[src/rtl/cnt_wrap_monitor.sv]
// Watches a 4-bit up/down counter: tallies wraps, flags illegal steps and
// queues wrap/error events in a small FIFO behind a valid/ready handshake.
module cnt_wrap_monitor #(
   parameter int FIFO_DEPTH = 4,
   parameter int WRAP_W     = 8
) (
   input  logic              cnt_clk,
   input  logic              cnt_rst,
   input  logic [3:0]        cnt_in,
   input  logic              mon_clr,
   input  logic              evt_rdy,
   output logic              evt_vld,
   output logic [1:0]        evt_type,
   output logic [2:0]        evt_seq,
   output logic [WRAP_W-1:0] up_wraps,
   output logic [WRAP_W-1:0] dn_wraps,
   output logic              dir_up,
   output logic              err_sticky,
   output logic              ovf_sticky
);

   localparam int AW = (FIFO_DEPTH > 1) ? $clog2(FIFO_DEPTH) : 1;

   typedef enum logic [1:0] {ST_INIT, ST_TRACK, ST_FAULT} state_t;
   typedef enum logic [1:0] {
      EV_NONE = 2'b00,
      EV_UP   = 2'b01,
      EV_DN   = 2'b10,
      EV_ERR  = 2'b11
   } evt_kind_t;
   typedef struct packed {
      logic [1:0] kind;
      logic [2:0] seq;
   } evt_entry_t;

   state_t            r_state;
   logic [3:0]        r_prev;
   evt_entry_t        r_mem [FIFO_DEPTH];
   logic [AW-1:0]     r_wr_ptr;
   logic [AW-1:0]     r_rd_ptr;
   logic [AW:0]       r_count;
   logic [2:0]        r_seq;
   logic [WRAP_W-1:0] r_up_wraps;
   logic [WRAP_W-1:0] r_dn_wraps;
   logic              r_dir_up;
   logic              r_err;
   logic              r_ovf;

   logic [3:0]  w_delta;
   logic        w_step_up;
   logic        w_step_dn;
   logic        w_step_err;
   logic        w_up_wrap;
   logic        w_dn_wrap;
   logic        w_track;
   logic        w_push_req;
   logic [1:0]  w_push_kind;
   logic        w_full;
   logic        w_empty;
   logic        w_pop;
   logic        w_push;
   logic        w_drop;
   evt_entry_t  w_head;

   // Step class comes from the modulo-16 delta; a wrap is always also a legal step.
   assign w_delta    = cnt_in - r_prev;
   assign w_step_up  = (w_delta == 4'd1);
   assign w_step_dn  = (w_delta == 4'hF);
   assign w_step_err = !(w_step_up || w_step_dn);
   assign w_up_wrap  = (r_prev == 4'hF) && (cnt_in == 4'h0);
   assign w_dn_wrap  = (r_prev == 4'h0) && (cnt_in == 4'hF);

   assign w_track     = (r_state == ST_TRACK);
   assign w_push_req  = w_track && (w_up_wrap || w_dn_wrap || w_step_err);
   assign w_push_kind = w_step_err ? EV_ERR : (w_up_wrap ? EV_UP : EV_DN);

   assign w_full  = (r_count == (AW+1)'(FIFO_DEPTH));
   assign w_empty = (r_count == '0);
   assign w_pop   = !w_empty && evt_rdy;
   assign w_push  = w_push_req && (!w_full || w_pop);
   assign w_drop  = w_push_req && !w_push;

   always_ff @(posedge cnt_clk or negedge cnt_rst) begin
      if (!cnt_rst) begin
         r_state    <= ST_INIT;
         r_prev     <= 4'h0;
         r_wr_ptr   <= '0;
         r_rd_ptr   <= '0;
         r_count    <= '0;
         r_seq      <= 3'd0;
         r_up_wraps <= '0;
         r_dn_wraps <= '0;
         r_dir_up   <= 1'b1;
         r_err      <= 1'b0;
         r_ovf      <= 1'b0;
      end else if (mon_clr) begin
         r_state    <= ST_INIT;
         r_prev     <= 4'h0;
         r_wr_ptr   <= '0;
         r_rd_ptr   <= '0;
         r_count    <= '0;
         r_seq      <= 3'd0;
         r_up_wraps <= '0;
         r_dn_wraps <= '0;
         r_dir_up   <= 1'b1;
         r_err      <= 1'b0;
         r_ovf      <= 1'b0;
      end else begin
         // NOTE: non-blocking everywhere here so every branch sees pre-edge state.
         r_prev <= cnt_in;

         case (r_state)
            ST_INIT: r_state <= ST_TRACK;
            ST_TRACK: begin
               if (w_step_err) begin
                  r_state <= ST_FAULT;
                  r_err   <= 1'b1;
               end else begin
                  r_dir_up <= w_step_up;
               end
            end
            ST_FAULT: begin
               if (!w_step_err) begin
                  r_state  <= ST_TRACK;
                  r_dir_up <= w_step_up;
               end
            end
            default: r_state <= ST_INIT;
         endcase

         if (w_track && w_up_wrap && (r_up_wraps != '1))
            r_up_wraps <= r_up_wraps + WRAP_W'(1);
         if (w_track && w_dn_wrap && (r_dn_wraps != '1))
            r_dn_wraps <= r_dn_wraps + WRAP_W'(1);

         if (w_push) begin
            r_wr_ptr <= r_wr_ptr + AW'(1);
            r_seq    <= r_seq + 3'd1;
         end
         if (w_pop)
            r_rd_ptr <= r_rd_ptr + AW'(1);
         if (w_drop)
            r_ovf <= 1'b1;

         case ({w_push, w_pop})
            2'b10:   r_count <= r_count + (AW+1)'(1);
            2'b01:   r_count <= r_count - (AW+1)'(1);
            default: r_count <= r_count;
         endcase
      end
   end

   // NOTE: storage has no reset; validity is carried by r_count and outputs are gated.
   always_ff @(posedge cnt_clk) begin
      if (w_push && !mon_clr)
         r_mem[r_wr_ptr] <= '{kind: w_push_kind, seq: r_seq};
   end

   assign w_head     = r_mem[r_rd_ptr];
   assign evt_vld    = !w_empty;
   assign evt_type   = evt_vld ? w_head.kind : EV_NONE;
   assign evt_seq    = evt_vld ? w_head.seq : 3'd0;
   assign up_wraps   = r_up_wraps;
   assign dn_wraps   = r_dn_wraps;
   assign dir_up     = r_dir_up;
   assign err_sticky = r_err;
   assign ovf_sticky = r_ovf;

endmodule

[config.mk]
export PLATFORM = sky130hd
export DESIGN_NAME = cnt_wrap_monitor
export DESIGN_NICKNAME = d
export VERILOG_FILES = /design/src/rtl/cnt_wrap_monitor.sv
export SDC_FILE = /design/constraint.sdc
export NUM_CORES = 1
export LEC_CHECK = 0
export ABC_AREA = 1
export CAP_MARGIN = 20
export CORE_MARGIN = 2
export CORE_UTILIZATION = 50
export CTS_CLUSTER_DIAMETER = 120
export DETAILED_ROUTE_END_ITERATION = 6
export PLACE_DENSITY = 0.82
export SKIP_CTS_REPAIR_TIMING = 1
export SLEW_MARGIN = 20
export SYNTH_ARGS = -nofsm -noshare
export SYNTH_HDL_FRONTEND = slang
export SYNTH_SLANG_ARGS = --single-unit
[constraint.sdc]
create_clock -name cnt_clk -period 3.6 [get_ports cnt_clk]
set_input_delay 0.9 -clock cnt_clk [delete_from_list [all_inputs] [get_ports cnt_clk]]
set_output_delay 0.9 -clock cnt_clk [all_outputs]
set_load 0.05 [all_outputs]
* Yosys cells after proc, flatten, opt, wreduce, memory -nomap -nowiden
Memories as Yosys holds them, arrays and structs flattened. Index checks and enable logic that the tools add are counted.
Operators by class: divide/modulo/power cells 0, reduce and logical (&&, ||, !) cells 37, bitwise gates (word level) 0, multiply operators 0, equal/unequal tests 14, muxes and demuxes 31, order comparisons 0, add/subtract/negate cells 8, shift operators 0
Operators by type and width (count):
- $mux 8 | 4
- $mux 2 | 10
- $add 8x1->8 const B | 2
- $ne 8x8->1 const B | 2
- $reduce_bool 2->1 | 8
- $eq 4x4->1 const B | 3
- $mux 3 | 4
- $logic_and 1x1->1 | 11
- $mux 1 | 10
- $logic_not 4->1 | 2
- $add 3x1->3 const B | 2
- $ne 3x3->1 const B | 2
- $pmux 2 s3 | 1
- $pmux 3 s2 | 1
- $reduce_and 2->1 | 3
- $logic_not 1->1 | 5
- $add 2x1->2 const B | 2
- $eq 2x1->1 const B | 2
- $eq 2x2->1 const B | 2
- $eq 4x1->1 const B | 1
- $logic_or 1x1->1 | 4
- $mux 4 | 1
- $sub 4x4->4 | 1
- $eq 3x3->1 const B | 1
- 6 further kinds | 6
Storage, ports and cells: latch bits 0, memory bits (writable) 20, ROM bits 0, word-level logic and storage cells 102, input bits 8, output and inout port bits 25, memories kept 1, flip-flop bits (word level) 35
Memories:
- r_mem | depth 4, bits a word 5, rd ports 1, clocked after memory_dff 0, write ports 1, RTL line 38 | evt_entry_t r_mem [FIFO_DEPTH];

* Depth between registers and ports, before layout
Gate-level depths: netlist of run 1.
word-level depth 11, depth in mapped cells 21, gate-level depth less buffers 21

* Worst setup path before layout of run 1
No wires, ideal clock.
path type input to register, from input cnt_in[0], to register r_count[2], path buffers 0, setup time 117 ps, data required time 3483 ps, path slack 448 ps, cell stages on the path 21, arrival 3035 ps, path through inv_1 > ha_1 > inv_1 > fa_1 > nand2_1 > clkinv_1 > nor2_1 > nor2_1 > nand3_2 > nand2_4 > nand2_4 > nand2_4 > nand2_4 > inv_2 > fa_1 > xnor2_1 > inv_1 > nand2_1 > nand2_1 > nand2_1 > nand2_1
On the way: longest elaborated chain between the ends 10, elaborated cells between the ends (all ways) 18, classes of those cells 1 x add/sub; 5 x eq/ne; 2 x mux; 10 x reduce/logical
Ends and longest elaborated chain:
- from (decl) | RTL line 9 | input logic [3:0] cnt_in,
- $sub 4x4->4 | RTL line 66 | assign w_delta = cnt_in - r_prev;
- $eq 4x1->1 or $eq 4x4->1 (tied branches) | RTL line 67, 68
- $logic_or 1x1->1 | RTL line 69 | assign w_step_err = !(w_step_up || w_step_dn);
- $logic_not 1->1 | RTL line 69
- $logic_or 1x1->1 * | RTL line 74 | assign w_push_req = w_track && (w_up_wrap || w_dn_wrap || w_step_err);
- $logic_and 1x1->1 * | RTL line 74
- $logic_and 1x1->1 * | RTL line 80 | assign w_push = w_push_req && (!w_full || w_pop);
- $eq 2x1->1 or $eq 2x2->1 (tied branches) | RTL line 145 | case ({w_push, w_pop})
- $pmux 3 s2 | RTL line 145
- $mux 3 | RTL line 96 | end else if (mon_clr) begin
- to (signal assigned) | RTL line 146 | 2'b10: r_count <= r_count + (AW+1)'(1);
- to (signal assigned) | RTL line 147 | 2'b01: r_count <= r_count - (AW+1)'(1);
- to (signal assigned) | RTL line 148 | default: r_count <= r_count;
- to (decl) | RTL line 41 | logic [AW:0] r_count;
Every way passes the cells marked *; elsewhere a longest branch is shown, timed or not. A chain may end at the register's enable or synchronous reset.

* Worst setup path in the final report of run 1
Ends and elaborated chain as after synthesis.

==> results of run 1 <==
-- through the flow --
stage / TNS [ps] / area [um2] / power (mW)
global route: 0 / 3570 / 2.03
finish: 0 / 3570 / 1.92
detailed placement: -59.8 / 3480 / 1.58
floorplan: 0 / 3030 / 1.34
CTS: 0 / 3570 / 1.93
global placement: 0 / 3480 / 1.55
-- cells by family (layout without fill, tap and decap cells) --
family,Yosys count,after routing
xor gates and xnor gates,6,6
adders and majority gates,16,16
AOI/OAI and AO/OA,48,48
DFF,55,55
and+or+nand+nor,152,152
buffers and inverters,51,94
-- placed cells by master (no fill, tap or decap), types with 6 or more instances in the layout --
cell type,n
a21oi_1,12
buf_4,10
clkdlybuf4s50_1,32
dfrtp_1,34
edfxtp_1,20
ha_1,14
inv_1,38
nand2_1,54
nand3_1,16
nand3_2,6
nand4_1,6
nor2_1,41
nor2_2,6
o21ai_0,17
o21ai_1,6
-- cell usage after synthesis (all sizes together) --
master  instances  area (um2)
a21oi          14        85.1
a31oi           1        6.26
a32o            1        10.0
buf             3        17.5
clkbuf          4        15.0
clkinv          2        7.51
dfrtp          34         851
dfstp           1        26.3
edfxtp         20         601
fa              2        40.0
ha             14         175
inv            42         158
nand2          59         254
nand3          23         158
nand4           9        75.1
nor2           51         236
nor3            6        50.1
nor4            3        18.8
o21a            3        22.5
o21ai          24         124
o31ai           5        37.5
or2             1        6.26
xnor2           2        17.5
xor2            4        35.0
-- worst min-delay path by stage --
stage / slack [ps] / depth (start not counted) / to
6_report: 510 / 2 / dir_up$_DFFE_PN1P_
4_1_cts: 510 / 2 / dir_up$_DFFE_PN1P_
5_1_grt: 540 / 1 / ovf_sticky$_DFFE_PN0P_
3_3_place_gp: 480 / 1 / ovf_sticky$_DFFE_PN0P_
3_5_place_dp: 490 / 1 / ovf_sticky$_DFFE_PN0P_
2_1_floorplan: 480 / 2 / r_state[1]$_DFFE_PN0P_
-- state kept, by name, summed over array words and instances, names as in the netlist --
name,flops
r_state,2
err_sticky,1
r_seq,3
r_rd_ptr,2
r_mem,20
up_wraps,8
ovf_sticky,1
dn_wraps,8
dir_up,1
r_count,3
r_wr_ptr,2
r_prev,4
-- routing by layer --
metal | global-route usage [%] | up-vias
met5 | 0 | -
met4 | 5.17 | 0
met3 | 4.29 | 11
met2 | 36.1 | 44
met1 | 24.2 | 1134
li1 | - | 1160
-- area by class of cell --
| type | count | area share (%) |
|---|---|---|
| Multi-Input combinational cell | 222 | 37.8 |
| Clock buffer | 5 | 1.93 |
| Inverter | 44 | 4.62 |
| Tap cell | 75 | 2.63 |
| Timing Repair Buffer | 42 | 11.1 |
| Clock inverter | 3 | 0.560 |
| Sequential cell | 55 | 41.4 |
-- critical path, delay by kind of cell --
kind / cells / cell delay (ps)
xor+xnor: 1 / 220
buf+inv: 5 / 710
simple gates: 11 / 760
fa+ha+maj: 3 / 970
-- power groups by stage --
| stage | combinational [mW] | sequential (mW) | clock (mW) |
|---|---|---|---|
| final | 0.782 | 0.788 | 0.346 |
| after global routing | 0.853 | 0.799 | 0.377 |
| after CTS | 0.788 | 0.788 | 0.350 |
| after detailed placement | 0.784 | 0.798 | 0 |
| after global placement | 0.752 | 0.795 | 0 |
| after floorplan | 0.536 | 0.803 | 0 |
==> results.md, run 1 <==
* Outcome: complete, no violations
* Max-slew violation count at 0
* Top cell by count, worst path: nand2_1
* Worst reg2reg path depth at 20
* Routed vias/inst at 5.27
* Area occupied by multi-input gates at 1350 um2
* Top Layer Used: met4
* CP Capture Point: r_count[2]$_DFFE_PN0P_
* Post-route core utilization at 60.7%
* Sw Pwr at 0.807 mW
* Core area at 5890 um2
* Detail Route met3 WL at 205 um
* Clock latency on the worst-skew pair at 310 ps
* Nets at 394
* CTS H-tree lvls at 2
* Post-Synth XOR/XNOR Area at 1.74%
* Critical path, cell by cell: clkdlybuf4s50_1 > inv_1 > ha_1 > inv_1 > fa_1 > nand2_1 > nor3_2 > nand3_2 > nand2_4 > nand2_4 > nand2_4 > nand2_4 > inv_2 > fa_1 > xnor2_1 > inv_1 > nand2_1 > nand2_1 > nand2_1 > nand2_1
* Number of max-cap violations at 0
* Global route overflow at 0
* Routed len/inst at 13.7 um
* Worst path arrival time at 3550 ps
* Main combinational cell family by area after synthesis: simple AND/OR/NAND/NOR gates
* Drt initial violations at 161
* VDD IR-drop max at 0.525 mV
* Placer Congestion at 0.839
* Starting density of the core at 51.4%
* Synth unique cells at 38
* Largest net degree at the start of global routing at 36
* Post-synthesis cell area at 3030 um2
* Layout fillers at 507
* Post-synthesis compound-gate area fraction at 9.43%
* CTS tree: done
* Sw Ratio at 42.1%
* Routed WL at 6110 um
* Met1 WL at 2520 um
* Relative slew slack at 64.4%
* Global-route wire length before repair at 10300 um
* Worst Slack Setup Final at 255 ps
* Crit start category: input port
* Antenna violations before repair at 0
* Layout cells sized above 1 at 14.8%
* RSZ-0062 raised after global routing: false
* Final period utilization at 92.9%
* Synthesized net count at 352
* Simple-gate area share of the yosys netlist at 26.4%
* Worst-Margin Slew at 528 ps
* Hold wc startpoint: dir_up$_DFFE_PN1P_
* Sequential area share after synthesis at 48.8%
* Power Dens Cells at 537 nW/um2
* R2R Setup Slk at 940 ps
* Reg2Reg Launch Point: r_prev[0]$_DFF_PN0_
* Post-synthesis adder-cell area fraction at 7.11%
* Lkg Pwr at 1.50 nW
* Num ports at 33
* CP peak stage delay at 470 ps
* CP required at 3810 ps
* Reg clk slew, reported paths at 100 ps
* Die area at 6690 um2
* DP Worst Slack at -59.8 ps
* Area Overhead vs Synth at 18.0%
* Die W at 81.8 um
* CTS buffer count at 5
* Core Rows at 28
* Finished Layout Cells at 446
* Post-route ant nets at 0
* Number of global-route vias before repair at 2256
* Dpl cells at 438
* CP Launch Point: cnt_in[0]
* Proportion of synthesized area in mux cells at 0%
* Deepest clock path buffer count at 2
* Final hold violation count at 0
* Pint at 1.11 mW
* Port Buf Inserts at 32
* Crit Path Class: in -> reg
* Root buffer cell: clkbuf_8
* Total Routing Usage GR at 20.0%
* DR WL met2 at 3290 um
* Clock share of power at 18.1%
* Setup crit end kind: register
* CP max stage cell: clkdlybuf4s50_1
* Synth Register Bits at 55
* Sequential Power Share at 41.1%
* Worst clock skew at 8.59 ps
* FF+latch area at 1480 um2
* Total number of vias at 2349
* CTS Sinks at 55
* Final min period at 3340 ps
* Post-DP HPWL at 4460 um
* Combinational Power Share at 40.8%
* Crit-path max FO at 2
* Height of the die at 81.8 um
* HP Class: reg -> reg
* Final hold slack at 506 ps
* Syn Inst Count at 328
* Synth warnings at 0
* Final setup vio count at 0
* Synth Area per Inst at 9.23 um2
* Fmax at 299 MHz
* Antenna cell count at 0
* Post-route DRC at 0
* DRT Pass-1 Iters at 4
* Reg2Reg Capture Point: r_count[2]$_DFFE_PN0P_
(Power assumes the default switching activity.)
==> run 2: changes to the inputs <==
--- a/config.mk
+++ b/config.mk
@@ -13,7 +13,6 @@
 export DETAILED_ROUTE_END_ITERATION = 6
 export PLACE_DENSITY = 0.82
 export SKIP_CTS_REPAIR_TIMING = 1
-export SLEW_MARGIN = 20
 export SYNTH_ARGS = -nofsm -noshare
 export SYNTH_HDL_FRONTEND = slang
 export SYNTH_SLANG_ARGS = --single-unit
==> results of run 2 <==
Final layout, timing and power as in run 1 (identical DEF).
